[src/rtl/lsu_arb_pkg.sv]
`default_nettype none
// ============================================================================
// Module   : lsu_arb_pkg
// Purpose  : Shared types and constants for the LSU bank arbiter: bank-select
//            width, slot encoding (slot id = 2*lsu + is_write) and the read
//            return tag carried through the per-bank tag pipe.
// Revision : 1.0  initial release
// ============================================================================
package lsu_arb_pkg;

    // Bank select width; supports up to four banks.
    localparam int SEL_W    = 2;
    // LSU id width carried in read tags; supports up to four LSUs.
    localparam int LSU_ID_W = 2;

    // Low bit of a slot id: which kind of access the slot carries.
    typedef enum logic {
        SLOT_READ  = 1'b0,
        SLOT_WRITE = 1'b1
    } slot_kind_e;

    // Read return tag: one outstanding read per bank per pipe stage.
    typedef struct packed {
        logic                valid;
        logic [LSU_ID_W-1:0] lsu_id;
    } tag_t;

    // Slot id for a given LSU and access kind.
    function automatic int slot_id(input int lsu, input slot_kind_e kind);
        return 2 * lsu + ((kind == SLOT_WRITE) ? 1 : 0);
    endfunction

endpackage : lsu_arb_pkg
`default_nettype wire

[src/rtl/rr_arbiter.sv]
`default_nettype none
// ============================================================================
// Module   : rr_arbiter
// Purpose  : Combinational round-robin pick. The first requesting slot at or
//            after i_ptr (wrapping modulo N) wins.
// Ports    : i_req    [N]      request per slot
//            i_ptr    [IDX_W]  round-robin start slot
//            o_gnt    [N]      one-hot grant
//            o_winner [IDX_W]  index of the granted slot
//            o_valid           at least one slot requested
// Revision : 1.0  initial release
// ============================================================================
module rr_arbiter
    import lsu_arb_pkg::*;
#(
    parameter int N     = 8,
    parameter int IDX_W = $clog2(N)
) (
    input  logic [N-1:0]     i_req,
    input  logic [IDX_W-1:0] i_ptr,
    output logic [N-1:0]     o_gnt,
    output logic [IDX_W-1:0] o_winner,
    output logic             o_valid
);

    int w_idx;

    always_comb begin
        o_gnt    = '0;
        o_winner = '0;
        o_valid  = 1'b0;
        w_idx    = 0;
        // Scan N slots starting at the pointer; the first hit wins.
        for (int i = 0; i < N; i++) begin
            w_idx = (int'(i_ptr) + i) % N;
            if (!o_valid && i_req[w_idx[IDX_W-1:0]]) begin
                o_valid                   = 1'b1;
                o_winner                  = w_idx[IDX_W-1:0];
                o_gnt[w_idx[IDX_W-1:0]]   = 1'b1;
            end
        end
    end

endmodule : rr_arbiter
`default_nettype wire

[src/rtl/lsu_bank_arbiter.sv]
`default_nettype none
// ============================================================================
// Module   : lsu_bank_arbiter
// Purpose  : Shares NUM_BANK single-port synchronous banks among NUM_LSU
//            load/store units. One grant per bank per cycle (round-robin over
//            2*NUM_LSU slots: slot 2k = LSU k read, 2k+1 = LSU k write),
//            registered bank issue, 2-cycle read return via per-bank tag pipe.
// Ports    : clk, rst (async, active-low), run
//            r_req         per LSU {r_sel, ren}
//            w_req         per LSU {w_sel, wen, wdata}
//            addr_bus      per LSU {addr_sel (reserved), ADDR}
//            lsu_stall     per LSU, combinational: a request lost this cycle
//            lsu_rdata_bus per LSU {read_valid, din}
//            bank_en/we/addr/wdata  registered bank issue
//            bank_rdata    bank read data, valid one cycle after a read issue
//            conflict_cnt  per-bank 32-bit conflict counters
// Config   : ARB_CONFLICT_CNT_EN - build saturating per-bank conflict
//            counters (cycles with more than one requesting slot); otherwise
//            conflict_cnt is tied to 0.
// Revision : 1.0  initial release
// ============================================================================
module lsu_bank_arbiter
    import lsu_arb_pkg::*;
#(
    parameter int NUM_LSU  = 4,
    parameter int NUM_BANK = 4,
    parameter int A_W      = 10,
    parameter int D_W      = 32
) (
    input  logic                             clk,
    input  logic                             rst,
    input  logic                             run,
    input  logic [NUM_LSU*(SEL_W+1)-1:0]     r_req,
    input  logic [NUM_LSU*(SEL_W+1+D_W)-1:0] w_req,
    input  logic [NUM_LSU*(SEL_W+A_W)-1:0]   addr_bus,
    output logic [NUM_LSU-1:0]               lsu_stall,
    output logic [NUM_LSU*(1+D_W)-1:0]       lsu_rdata_bus,
    output logic [NUM_BANK-1:0]              bank_en,
    output logic [NUM_BANK-1:0]              bank_we,
    output logic [NUM_BANK*A_W-1:0]          bank_addr,
    output logic [NUM_BANK*D_W-1:0]          bank_wdata,
    input  logic [NUM_BANK*D_W-1:0]          bank_rdata,
    output logic [NUM_BANK*32-1:0]           conflict_cnt
);

    localparam int NSLOT  = 2 * NUM_LSU;
    localparam int SLOT_W = $clog2(NSLOT);
    localparam int RQ_W   = SEL_W + 1;
    localparam int WQ_W   = SEL_W + 1 + D_W;
    localparam int AB_W   = SEL_W + A_W;
    localparam int RD_W   = 1 + D_W;

    // ------------------------------------------------------------------
    // Reset: asserts asynchronously, releases on the second clock edge.
    // ------------------------------------------------------------------
    logic [1:0] r_rst_sync;
    logic       w_rst_n;

    always_ff @(posedge clk or negedge rst) begin
        if (!rst) r_rst_sync <= '0;
        else      r_rst_sync <= {r_rst_sync[0], 1'b1};
    end
    assign w_rst_n = r_rst_sync[1];

    // ------------------------------------------------------------------
    // Request decode
    // ------------------------------------------------------------------
    logic [NUM_LSU-1:0] w_rd_req, w_wr_req;
    logic [SEL_W-1:0]   w_rd_sel [NUM_LSU];
    logic [SEL_W-1:0]   w_wr_sel [NUM_LSU];
    logic [A_W-1:0]     w_addr   [NUM_LSU];
    logic [D_W-1:0]     w_wdata  [NUM_LSU];
    logic [NSLOT-1:0]   w_bank_req [NUM_BANK];
    logic [NSLOT-1:0]   w_gnt      [NUM_BANK];
    logic [SLOT_W-1:0]  w_winner   [NUM_BANK];
    logic [NUM_BANK-1:0] w_any;
    logic [NSLOT-1:0]   w_slot_gnt;
    tag_t               w_tag2     [NUM_BANK];
    logic [NUM_LSU*SEL_W-1:0] w_unused_addr_sel;

    always_comb begin
        for (int k = 0; k < NUM_LSU; k++) begin
            w_rd_req[k] = run & r_req[k*RQ_W];
            w_rd_sel[k] = r_req[k*RQ_W+1 +: SEL_W];
            w_wr_req[k] = run & w_req[k*WQ_W+D_W];
            w_wr_sel[k] = w_req[k*WQ_W+D_W+1 +: SEL_W];
            w_wdata[k]  = w_req[k*WQ_W +: D_W];
            w_addr[k]   = addr_bus[k*AB_W +: A_W];
            w_unused_addr_sel[k*SEL_W +: SEL_W] = addr_bus[k*AB_W+A_W +: SEL_W];
        end
        for (int b = 0; b < NUM_BANK; b++) begin
            for (int k = 0; k < NUM_LSU; k++) begin
                w_bank_req[b][2*k]   = w_rd_req[k] && (int'(w_rd_sel[k]) == b);
                w_bank_req[b][2*k+1] = w_wr_req[k] && (int'(w_wr_sel[k]) == b);
            end
        end
    end

    // Each slot targets exactly one bank, so OR-ing grants is unambiguous.
    always_comb begin
        w_slot_gnt = '0;
        for (int b = 0; b < NUM_BANK; b++) w_slot_gnt = w_slot_gnt | w_gnt[b];
        for (int k = 0; k < NUM_LSU; k++) begin
            lsu_stall[k] = (w_rd_req[k] & ~w_slot_gnt[2*k]) |
                           (w_wr_req[k] & ~w_slot_gnt[2*k+1]);
        end
    end

    // ------------------------------------------------------------------
    // Per-bank arbitration, issue registers, tag pipe, conflict counter
    // ------------------------------------------------------------------
    for (genvar b = 0; b < NUM_BANK; b++) begin : g_bank
        logic [SLOT_W-1:0]   r_rr_ptr;
        logic                r_en, r_we;
        logic [A_W-1:0]      r_addr;
        logic [D_W-1:0]      r_wdata;
        tag_t                r_tag1, r_tag2;
        logic [LSU_ID_W-1:0] w_lsu;

        rr_arbiter #(.N(NSLOT), .IDX_W(SLOT_W)) u_rr_arbiter (
            .i_req    (w_bank_req[b]),
            .i_ptr    (r_rr_ptr),
            .o_gnt    (w_gnt[b]),
            .o_winner (w_winner[b]),
            .o_valid  (w_any[b])
        );

        assign w_lsu = w_winner[b][SLOT_W-1:1];

        always_ff @(posedge clk or negedge w_rst_n) begin
            if (!w_rst_n) begin
                r_rr_ptr <= '0;
                r_en     <= 1'b0;
                r_we     <= 1'b0;
                r_addr   <= '0;
                r_wdata  <= '0;
                r_tag1   <= '0;
                r_tag2   <= '0;
            end else begin
                r_en   <= w_any[b];
                r_we   <= w_any[b] & (w_winner[b][0] == SLOT_WRITE);
                if (w_any[b]) begin
                    r_rr_ptr <= (w_winner[b] == SLOT_W'(NSLOT-1)) ? '0
                                                                  : w_winner[b] + 1'b1;
                    r_addr   <= w_addr[w_lsu];
                    r_wdata  <= w_wdata[w_lsu];
                end
                // Stage 1 aligns with the bank strobe, stage 2 with bank_rdata.
                r_tag1 <= '{valid:  w_any[b] & (w_winner[b][0] == SLOT_READ),
                            lsu_id: w_lsu};
                r_tag2 <= r_tag1;
            end
        end

        assign bank_en[b]                = r_en;
        assign bank_we[b]                = r_we;
        assign bank_addr[b*A_W +: A_W]   = r_addr;
        assign bank_wdata[b*D_W +: D_W]  = r_wdata;
        assign w_tag2[b]                 = r_tag2;

`ifdef ARB_CONFLICT_CNT_EN
        logic [31:0] r_conflict;
        always_ff @(posedge clk or negedge w_rst_n) begin
            if (!w_rst_n)
                r_conflict <= '0;
            else if (($countones(w_bank_req[b]) > 1) && (r_conflict != 32'hffff_ffff))
                r_conflict <= r_conflict + 32'd1;
        end
        assign conflict_cnt[b*32 +: 32] = r_conflict;
`else
        assign conflict_cnt[b*32 +: 32] = '0;
`endif
    end

    // ------------------------------------------------------------------
    // Read return: an LSU has at most one read slot, so at most one bank
    // can carry a valid tag for it in any cycle.
    // ------------------------------------------------------------------
    for (genvar k = 0; k < NUM_LSU; k++) begin : g_lsu
        logic           w_rv;
        logic [D_W-1:0] w_rdin;
        logic [D_W-1:0] r_din;

        always_comb begin
            w_rv   = 1'b0;
            w_rdin = r_din;
            for (int b = 0; b < NUM_BANK; b++) begin
                if (w_tag2[b].valid && (w_tag2[b].lsu_id == LSU_ID_W'(k))) begin
                    w_rv   = 1'b1;
                    w_rdin = bank_rdata[b*D_W +: D_W];
                end
            end
        end

        // Holds the last returned data; resets to all-ones like load_reg.
        always_ff @(posedge clk or negedge w_rst_n) begin
            if (!w_rst_n)  r_din <= '1;
            else if (w_rv) r_din <= w_rdin;
        end

        assign lsu_rdata_bus[k*RD_W +: RD_W] = {w_rv, w_rdin};
    end

endmodule : lsu_bank_arbiter
`default_nettype wire
[config.mk]
export PLATFORM = sky130hd
export DESIGN_NAME = lsu_bank_arbiter
export DESIGN_NICKNAME = d
export VERILOG_FILES = /design/src/rtl/lsu_arb_pkg.sv /design/src/rtl/rr_arbiter.sv /design/src/rtl/lsu_bank_arbiter.sv
export SDC_FILE = /design/constraint.sdc
export NUM_CORES = 1
export LEC_CHECK = 0
export ABC_AREA = 1
export CAP_MARGIN = 15
export CELL_PAD_IN_SITES_DETAIL_PLACEMENT = 0
export CELL_PAD_IN_SITES_GLOBAL_PLACEMENT = 2
export CORE_MARGIN = 4
export CORE_UTILIZATION = 34
export CTS_CLUSTER_SIZE = 20
export DETAILED_ROUTE_END_ITERATION = 10
export DONT_BUFFER_PORTS = 1
export GPL_TIMING_DRIVEN = 0
export PLACE_DENSITY = 0.79
export SYNTH_ARGS = -nofsm -noshare
export SYNTH_HDL_FRONTEND = slang
export SYNTH_HIERARCHICAL = 1
export SYNTH_SLANG_ARGS = --single-unit
[constraint.sdc]
create_clock -name clk -period 16.7 [get_ports clk]
set_clock_uncertainty 0.15 [all_clocks]
set_input_delay 2.505 -clock clk [delete_from_list [all_inputs] [get_ports clk]]
set_output_delay 2.505 -clock clk [all_outputs]
set_load 0.05 [all_outputs]
== Word-level counts from Yosys, hierarchy flattened ==
Cells that the tools add are included.
Word-level totals
  bits of input ports: 331
  register bits after elaboration: 342
Cells by class
  multiplexer cells: 284
  add/sub/neg operators: 32
  order comparisons: 68
  reduce and logical (&&, ||, !) cells: 148
  equal/unequal tests: 40
  bitwise operators: 75
Operators by type and width (count)
  $mux W32: 24
  $bmux W32 S2: 4
  $mux W8: 32
  $or A8 B8 Y8: 31
  $lt A3 B4 Y1 const B: 32
  $mux W1: 112
  $logic_and A1 B1 Y1: 108
  $mux W3: 36
  $bmux W1 S3: 32
  $demux W1 S3: 32
  $ge A3 B1 Y1 const B: 32
  $bmux W10 S2: 4
  $mux W10: 8
  $add A3 B3 Y3 const B: 16
  $eq A2 B2 Y1 const B: 24
  $logic_not A1 Y1: 28
  $add A3 B1 Y3 const B: 8
  $add A3 B2 Y3 const B: 8
  $and A1 B1 Y1: 24
  $eq A2 B1 Y1 const B: 12
  $logic_not A2 Y1: 12
  $eq A3 B3 Y1 const B: 4
  $ge A3 B3 Y1 const B: 4
  $not A1 Y1: 12
  other kinds (2): 8

== Depth between registers and ports, before layout ==
Gate-level depths: netlist of the first run.
  depth after elaboration: 32
  depth in mapped cells: 23
  gate-level depth less buffers: 18

== Modules after synthesis ==
Netlist of the first run, hierarchy kept.
Modules (own cells, without submodules)
  lsu_bank_arbiter: area each 23901.7 um^2, instances 1, cells each 3476
  rr_arbiter (g_bank[0].u_rr_arbiter ...): area each 1559.0 um^2, instances 3, cells each 305
  rr_arbiter (g_bank[3].u_rr_arbiter): area each 1550.2 um^2, instances 1, cells each 306

== Least setup slack after synthesis of the first run ==
No wires, ideal clock.
  kind: input to output
  from: in run
  to: out lsu_stall[0]
  arrival time: 4.899 ns
  setup slack: 9.146 ns
  path buffers: 3
  data required time: 14.045 ns
  stages on the path: 19
  path through: clkbuf_1 > buf_2 > nand2_1 > nor3_1 > nand2_1 > nand3_1 > nand3_1 > nand2_1 > inv_2 > buf_2 > nand3_1 > nand2_1 > nor2_1 > nand3_1 > nor2_1 > nand3_1 > nor4_1 > nand3_1 > nand2_1
RTL lines
  start, declared: RTL line lsu_bank_arbiter.sv:32  | input logic run,
  end, declared: RTL line lsu_bank_arbiter.sv:36  | output logic [NUM_LSU-1:0] lsu_stall,

==> impl_metrics.yaml, run 1 <==
floorplan:
  die_x_um: 306
  io_pins: 771
  die_area_um2: 93400
  die_h_um: 306
  core_area_um2: 87300
  rows: 108
  initial_core_util_pct: 34.5
worst_setup_path:
  worstSetupStartpointType: "primary input"
  cp.arrival_ns: 6.25
  path_class: "in2out"
  cp_data_required_time_ns: 14.05
  cp_max_fo: 10
  endpoint_kind: "output pin"
synthesis:
  ys_seq_area_share_pct: 28.9
  synth_xor_area_share_pct: 0
  ys_types: 37
  syn_area_um2: 30100
  netlist_instances: 4697
  synth_top_family_by_area: "simple AND/OR/NAND/NOR gates"
  synthAdderAreaFrac_pct: 1.33
  muxShareOfSynthArea_pct: 0
  ys.warnings.count: 6
  ys_top_cells_by_area: "dfrtp_1 (18%), dfstp_2 (11%), nand2_1 (9.8%)"
  synth_top_area_share_pct: 17.8
  yosysTopAreaCell: "dfrtp_1"
  syn_avg_cell_area_um2: 6.41
  synth_compound_area_share_pct: 20.6
  synth_seq_cells: 342
  synth-simple-area-share_pct: 34.2
timing:
  max-slew-margin-rel_pct: 14.7
  tns_ns: 0
  fin_crit_sh_pct: 53.3
  rsz0062_at_grt: "false"
  timing.final.ws_setup_ns: 7.79
  holdWs_ns: 0.163
  setup_viol: 0
  maxSlewViolCount: 0
  fmax_mhz: 112
  period_minus_slack_ns: 8.91
  tightest_slew_ns: 1.28
  hold_viol: 0
clock_network:
  hold_buffers: 0
  ctsResizeCount: 0
  cts_tree: "yes"
  clk_pin_slew_ns: 0.06
  cts_root_buf: "clkbuf_16"
  post-cts-setup-buffers: 0
  clock-sinks: 342
  clkLatencyLatePin_ns: 0.61
  numCtsBuffers: 45
  h-tree-depth: 2
  clockBufferDepth: 3
drt:
  wirelength_um: 161000
  post-route-drc-count: 0
  ant_nets: 0
  viasPerCell: 5.65
  routedWlPerCell_um: 26.5
  drt_iter0_drc: 3136
  first_pass_iters: 6
  vias: 34400
global_routing:
  grt_pass1_vias: 32700
  antenna_found_initial: 5
  grt_max_degree: 61
  grt_pass1_wl_um: 231000
  track_usage_pct: 32.6
  gr-total-overflow: 0
place:
  postPlaceCellArea_um2: 32500
  place_congestion: 0.944
  io_buffers: 0
  pre_cts_ws_ns: 7.84
  hpwlAfterDp_um: 126000
final_layout:
  syn_to_final_growth_pct: 12.9
  nNetsFinal: 5261
  drive_above_1_share_pct: 13.9
  final_area_um2: 34000
status:
  outcome: "finished clean"
run:
  cap_violations: 0
min_path:
  min_path_type: "reg2async"
sequential cells by signal, summed over array words and instances (netlist names):
register,cells
r_rst_sync,2
g_lsu.r_din,128
g_bank.r_we,4
g_bank.r_tag1,12
g_bank.r_tag2,12
g_bank.r_wdata,128
g_bank.r_addr,40
g_bank.r_en,4
g_bank.r_rr_ptr,12
synthesized netlist by cell type:
cell type	number
o21ai_0	254
nand4_1	138
o21bai_1	8
nand3b_1	4
nor2_2	15
conb_1	2
nand2_2	21
inv_1	406
o211ai_1	169
nand3_1	543
a21oi_1	472
nor2_4	13
a31oi_1	168
dfstp_2	128
dfrtp_1	214
clkbuf_1	147
o21ai_1	20
buf_6	23
nand2_4	8
buf_2	143
nand3_2	32
ha_1	32
o31ai_1	3
clkinv_1	8
or2_2	1
nor3_1	137
a31oi_2	4
inv_2	33
buf_4	158
or2_1	3
nand4_4	4
nor4_1	8
inv_4	4
nand2_1	786
a22o_1	1
nor2_1	562
buf_1	25
cell type report:
cell class                      count  area, um^2
Buffer                            496        2810
Clock inverter                     16         295
Timing Repair Buffer               27         402
Sequential cell                   342        8720
Multi-Input combinational cell   3535       17400
Antenna cell                        5        12.5
Inverter                          451        1700
Clock buffer                       62        1240
Tap cell                         1155        1450
Fill cell                        9654       53300
worst max-delay path, cell delays in order:
cell and delay [ns]:
clkbuf_1 0.20, buf_2 0.26, nand2_1 0.15, nor3_1 0.58, nand2_1 0.17, nand3_1 0.13
nand3_1 0.11, nand2_1 0.16, inv_2 0.07, buf_2 0.20, nand3_1 0.10, nand2_1 0.05
nor2_1 0.13, nand3_1 0.09, nor2_1 0.09, nand3_1 0.11, nor4_1 0.62, nand3_1 0.14
nand2_1 0.40
per-stage QoR:
step                instances  utilization (%)
finish                   6089             39.0
global placement         5979             36.7
CTS                      6084             38.9
global route             6088             39.0
detailed placement       6006             37.2
floorplan                4824                -
final timing paths:
check / startpoint / to / slack, ns / cells past startpoint
min: r_rst_sync[1] / g_bank[3].r_addr[4] / 0.16 / 0
min in group clk: g_bank[1].r_tag1[2] / g_bank[1].r_tag2[2] / 0.18 / 0
max reg2reg: g_bank[0].r_rr_ptr[0] / g_bank[0].r_addr[0] / 11.74 / 16
max: run / lsu_stall[3] / 7.79 / 19
max in group asynchronous: r_rst_sync[1] / g_lsu[3].r_din[1] / 14.71 / 3
min reg2reg: r_rst_sync[1] / g_bank[3].r_addr[4] / 0.16 / 0
kinds of logic (layout without fill, tap and decap cells):
family | Yosys count | after routing
other | 2 | 134
AOI/OAI and AO/OA | 1099 | 1099
and+or+nand+nor | 2275 | 2275
adders and majority gates | 32 | 32
buffers and inverters | 947 | 1052
DFF | 342 | 342
routing by layer:
| layer | GRT usage, % | up-vias | part of all wire (%) |
|---|---|---|---|
| met5 | 0 | - | 0 |
| met4 | 12.4 | 0 | 4.1 |
| met3 | 7.94 | 289 | 8.9 |
| met2 | 55.2 | 1651 | 47 |
| met1 | 40.1 | 16400 | 40 |
| li1 | - | 16100 | - |
layout by cell type (no fill, tap or decap), types with 25 or more instances in the layout:
cell type  count
nand3_2       32
buf_6         44
buf_2        143
nand3_1      543
a31oi_1      168
o211ai_1     169
buf_4        158
dfstp_2      128
nor2_1       562
nand2_1      786
nand4_1      138
nor3_1       137
o21ai_0      253
ha_1          32
a21oi_1      471
inv_1        406
clkbuf_1     159
dfrtp_1      213
buf_1         25
conb_1       129
clkbuf_16     45
inv_2         33
Power of run 1 is left out: the tool's default activity adds up to more than one toggle a clock period on the data nets, which glitch-free logic cannot reach.
==> run 2, diff against run 1 <==
==> constraint.sdc (replaced) <==
create_clock -name clk -period 8.7 [get_ports clk]
set_clock_uncertainty 0.15 [all_clocks]
set_input_delay 1.305 -clock clk [delete_from_list [all_inputs] [get_ports clk]]
set_output_delay 1.305 -clock clk [all_outputs]
set_load 0.05 [all_outputs]
==> impl_metrics.yaml, run 2 (synthesized netlist as in run 1, its figures left out) <==
worst_setup_path:
  r2r_start: "g_bank[3].r_rr_ptr[0]"
  r2r_cells: 19
  r2r_end: "g_bank[3].r_addr[7]"
  critical_path.max_stage_delay_ns: 0.73
  crit_chain: "clkbuf_1, buf_2, nand2_1, nor3_1, nand2_1, nand3_1, nand3_1, nand2_1, inv_2, buf_2, nand3_1, nand2_1, nor2_1, nand3_1, nor2_1, nand3_1, nor4_1, nand3_1, nand2_1"
  worstSetupStartpointType: "primary input"
  cp.arrival_ns: 5.19
  path_class: "in2out"
  cp_max_fo: 10
  cp_data_required_time_ns: 7.24
  cp-startpoint: "run"
  endpoint_kind: "output pin"
  r2r_slack_ns: 3.71
  slowest_stage: "nor4_1"
  crit_path_frequent_cell: "nand3_1"
  cp-endpoint: "lsu_stall[3]"
place:
  pre_cts_ws_ns: 2.13
  hpwlAfterDp_um: 126000
  place_congestion: 0.936
  postPlaceCellArea_um2: 32500
  io_buffers: 0
clock_network:
  hold_buffers: 0
  clkLatencyLatePin_ns: 0.63
  clock-sinks: 342
  ctsResizeCount: 0
  cts_root_buf: "clkbuf_16"
  post-cts-setup-buffers: 0
  cts_tree: "yes"
  clk_pin_slew_ns: 0.06
  h-tree-depth: 2
  clockBufferDepth: 3
  numCtsBuffers: 46
drt:
  post-route-drc-count: 0
  routedWlPerCell_um: 26.5
  viasPerCell: 5.62
  ant_nets: 0
  first_pass_iters: 6
  drt_iter0_drc: 3198
  vias: 34300
  wirelength_um: 162000
timing:
  fmax_mhz: 151
  tns_ns: 0
  max-slew-margin-rel_pct: 12.4
  tightest_slew_ns: 1.32
  maxSlewViolCount: 0
  setup_viol: 0
  fin_crit_sh_pct: 76.4
  hold_viol: 0
  rsz0062_at_grt: "false"
  timing.final.ws_setup_ns: 2.06
  holdWs_ns: 0.0721
  period_minus_slack_ns: 6.64
floorplan:
  initial_core_util_pct: 34.5
  rows: 108
  die_h_um: 306
  io_pins: 771
  core_area_um2: 87300
  die_area_um2: 93400
  die_x_um: 306
min_path:
  min_path_type: "reg2async"
final_layout:
  seqCellArea_um2: 8720
  nNetsFinal: 5261
  nFillCells: 9698
  mostFrequentLayoutCell: "nand2_1"
  syn_to_final_growth_pct: 12.7
  multi_input_area_um2: 17400
  drive_above_1_share_pct: 13.9
  final_cell_mix: "nand2_1 (786), nor2_1 (562), nand3_1 (543), a21oi_1 (471), inv_1 (406)"
  final_area_um2: 34000
  top_regs: "g_bank.r_wdata (128), g_lsu.r_din (128), g_bank.r_addr (40)"
global_routing:
  antenna_found_initial: 8
  gr-total-overflow: 0
  grt_pass1_wl_um: 233000
  grt_pass1_vias: 33200
  grt_max_degree: 65
  track_usage_pct: 32.9
status:
  outcome: "finished clean"
run:
  cap_violations: 0
## run 2: cell types whose count changed in the layout (fill, tap and decap cells not counted), sizes merged
cell	delta
clkinvlp	-2
clkbuf	+8
buf	-1
clkinv	+5
bufinv	-4
diode	+2
## run 2: area by class of cell
class	instances	share of cell area, %
Sequential cell	342	25.7
Buffer	496	8.26
Tap cell	1155	4.26
Timing Repair Buffer	26	1.15
Antenna cell	7	0.0516
Inverter	451	5.01
Clock buffer	70	3.89
Multi-Input combinational cell	3535	51.2
Clock inverter	15	0.505
## run 2: stage by stage
step,std cells,utilization [%]
after detailed placement,6005,37.2
after global routing,6096,38.9
after global placement,5979,36.7
after CTS,6090,38.9
final,6097,38.9
after floorplan,4824,-
## run 2: how the worst min path moves through the flow
stage,end
finish,g_bank[2].r_addr[5]
global route,g_bank[2].r_addr[5]
CTS,g_bank[2].r_addr[8]
detailed placement,g_bank[0].r_addr[6]
global placement,g_bank[1].r_tag2[0]
floorplan,r_rst_sync[1]
## run 2: critical path: cells and delay by family
family	cells	cell delay (ns)
and+or+nand+nor	15	3.18
buffers and inverters	4	0.71
## run 2: per-layer routing
metal  part of all wire [%]  vias to the layer above  GRT usage, %
li1                       -                    16100             -
met1                     39                    16300          39.9
met2                     47                     1600          54.7
met3                    9.6                      327          9.33
met4                    4.7                        0          14.1
met5                      0                        -             0
Power of run 2 is left out for the same reason.
==> run 3, diff against run 2 <==
==> constraint.sdc (replaced) <==
create_clock -name clk -period 6.65 [get_ports clk]
set_clock_uncertainty 0.15 [all_clocks]
set_input_delay 0.9975 -clock clk [delete_from_list [all_inputs] [get_ports clk]]
set_output_delay 0.9975 -clock clk [all_outputs]
set_load 0.05 [all_outputs]
==> impl_metrics.yaml, run 3 (synthesized netlist as in run 1, its figures left out) <==
worst_setup_path:
  cp_data_required_time_ns: 5.50
  crit_chain: "buf_6, inv_4, buf_6, buf_2, ha_1, inv_1, nand3_2, nand2_1, nand2_1, nand2_1, clkbuf_1, nor3_1, nor2_1, nand3_1, nor4_1, nand3_1, nand2_1"
  r2r_end: "g_bank[3].r_addr[7]"
  path_class: "reg2out"
  critPathBufInv: 6
  crit_path_frequent_cell: "nand2_1"
  r2r_cells: 19
  endpoint_kind: "output pin"
  slowest_stage: "nor4_1"
  critical_path.max_stage_delay_ns: 0.73
  crit_family: "simple AND/OR/NAND/NOR gates"
  r2r_start: "g_bank[3].r_rr_ptr[0]"
  worstSetupStartpointType: "flop"
  r2r_slack_ns: 1.71
  cp_max_fo: 10
  cp.arrival_ns: 4.86
drt:
  drt_iter0_drc: 3188
  routedWlPerCell_um: 26.5
  ant_nets: 0
  vias: 34400
  wirelength_um: 162000
  viasPerCell: 5.64
  post-route-drc-count: 0
  first_pass_iters: 6
timing:
  max-slew-margin-rel_pct: 11.8
  fmax_mhz: 167
  tightest_slew_ns: 1.33
  fin_crit_sh_pct: 90.3
  rsz0062_at_grt: "false"
  hold_viol: 0
  period_minus_slack_ns: 6.00
  holdWs_ns: 0.0723
  setup_viol: 0
  maxSlewViolCount: 0
final_layout:
  drive_above_1_share_pct: 13.9
  nFillCells: 9698
  mostFrequentLayoutCell: "nand2_1"
  top_regs: "g_bank.r_wdata (128), g_lsu.r_din (128), g_bank.r_addr (40)"
  nNetsFinal: 5262
  syn_to_final_growth_pct: 12.8
  final_cell_mix: "nand2_1 (786), nor2_1 (562), nand3_1 (543), a21oi_1 (471), inv_1 (406)"
  final_util_pct: 38.9
floorplan:
  die_x_um: 306
  core_area_um2: 87300
  rows: 108
  io_pins: 771
  die_area_um2: 93400
  initial_core_util_pct: 34.5
  die_h_um: 306
place:
  io_buffers: 0
  place_congestion: 0.936
  hpwlAfterDp_um: 126000
clock_network:
  cts_root_buf: "clkbuf_16"
  numCtsBuffers: 46
  clkLatencyLatePin_ns: 0.63
  clock-sinks: 342
  cts_tree: "yes"
  clk_pin_slew_ns: 0.06
  clockBufferDepth: 3
  h-tree-depth: 2
  post-cts-setup-buffers: 0
status:
  outcome: "finished clean"
run:
  cap_violations: 0
min_path:
  min_path_type: "reg2async"
global_routing:
  antenna_found_initial: 8
  gr-total-overflow: 0
  grt_pass1_vias: 33200
  grt_max_degree: 65
  track_usage_pct: 32.9
  grt_pass1_wl_um: 233000
[run 3: how the worst max path moves through the flow]
stage / cells past startpoint / slack [ns] / startpoint / end
final: 17 / 0.65 / g_bank[0].r_rr_ptr[0] / lsu_stall[3]
after global routing: 17 / 0.50 / g_bank[0].r_rr_ptr[0] / lsu_stall[3]
after global placement: 0 / -2.38 / r_rst_sync[1] / g_bank[3].r_tag2[1]
after detailed placement: 19 / 0.69 / run / lsu_stall[2]
after floorplan: 0 / 1.03 / r_rst_sync[1] / g_bank[0].r_addr[0]
after CTS: 17 / 0.68 / g_bank[0].r_rr_ptr[0] / lsu_stall[3]
[run 3: metrics by stage]
step | setup TNS, ns | worst slack [ns] | instances | area (um^2)
2_1_floorplan | 0 | 1.03 | 4824 | 30600
3_3_place_gp | -484.55 | -2.38 | 5979 | 32100
3_5_place_dp | 0 | 0.694 | 6005 | 32500
4_1_cts | 0 | 0.679 | 6091 | 34000
5_1_grt | 0 | 0.495 | 6097 | 34000
6_report | 0 | 0.645 | 6099 | 34000
[run 3: cell type report]
cell class	count	area (um^2)	share of cell area, %
flip-flops and latches	342	8720	25.7
clock buffers	70	1320	3.89
diodes	8	20.0	0.0589
clock inverters	15	171	0.505
inverters	451	1700	5.01
well taps	1155	1450	4.25
multi-input cells	3535	17400	51.2
plain buffers	496	2810	8.26
repair buffers	27	400	1.18
[run 3: timing repair]
action / 4_1_cts / 5_1_grt
setup endpoints to repair: 0 / 0
hold endpoints to repair: 2 / 0
gates resized for setup: 0 / 0
hold buffers: 1 / 0
[run 3: routing by layer]
| metal | GRT usage (%) | part of all wire (%) | vias to the layer above |
|---|---|---|---|
| met5 | 0 | 0.0093 | - |
| met4 | 14.1 | 4.8 | 2 |
| met3 | 9.33 | 9.5 | 338 |
| met2 | 54.7 | 47 | 1614 |
| met1 | 39.9 | 39 | 16300 |
| li1 | - | - | 16100 |
Power of run 3 is left out for the same reason.
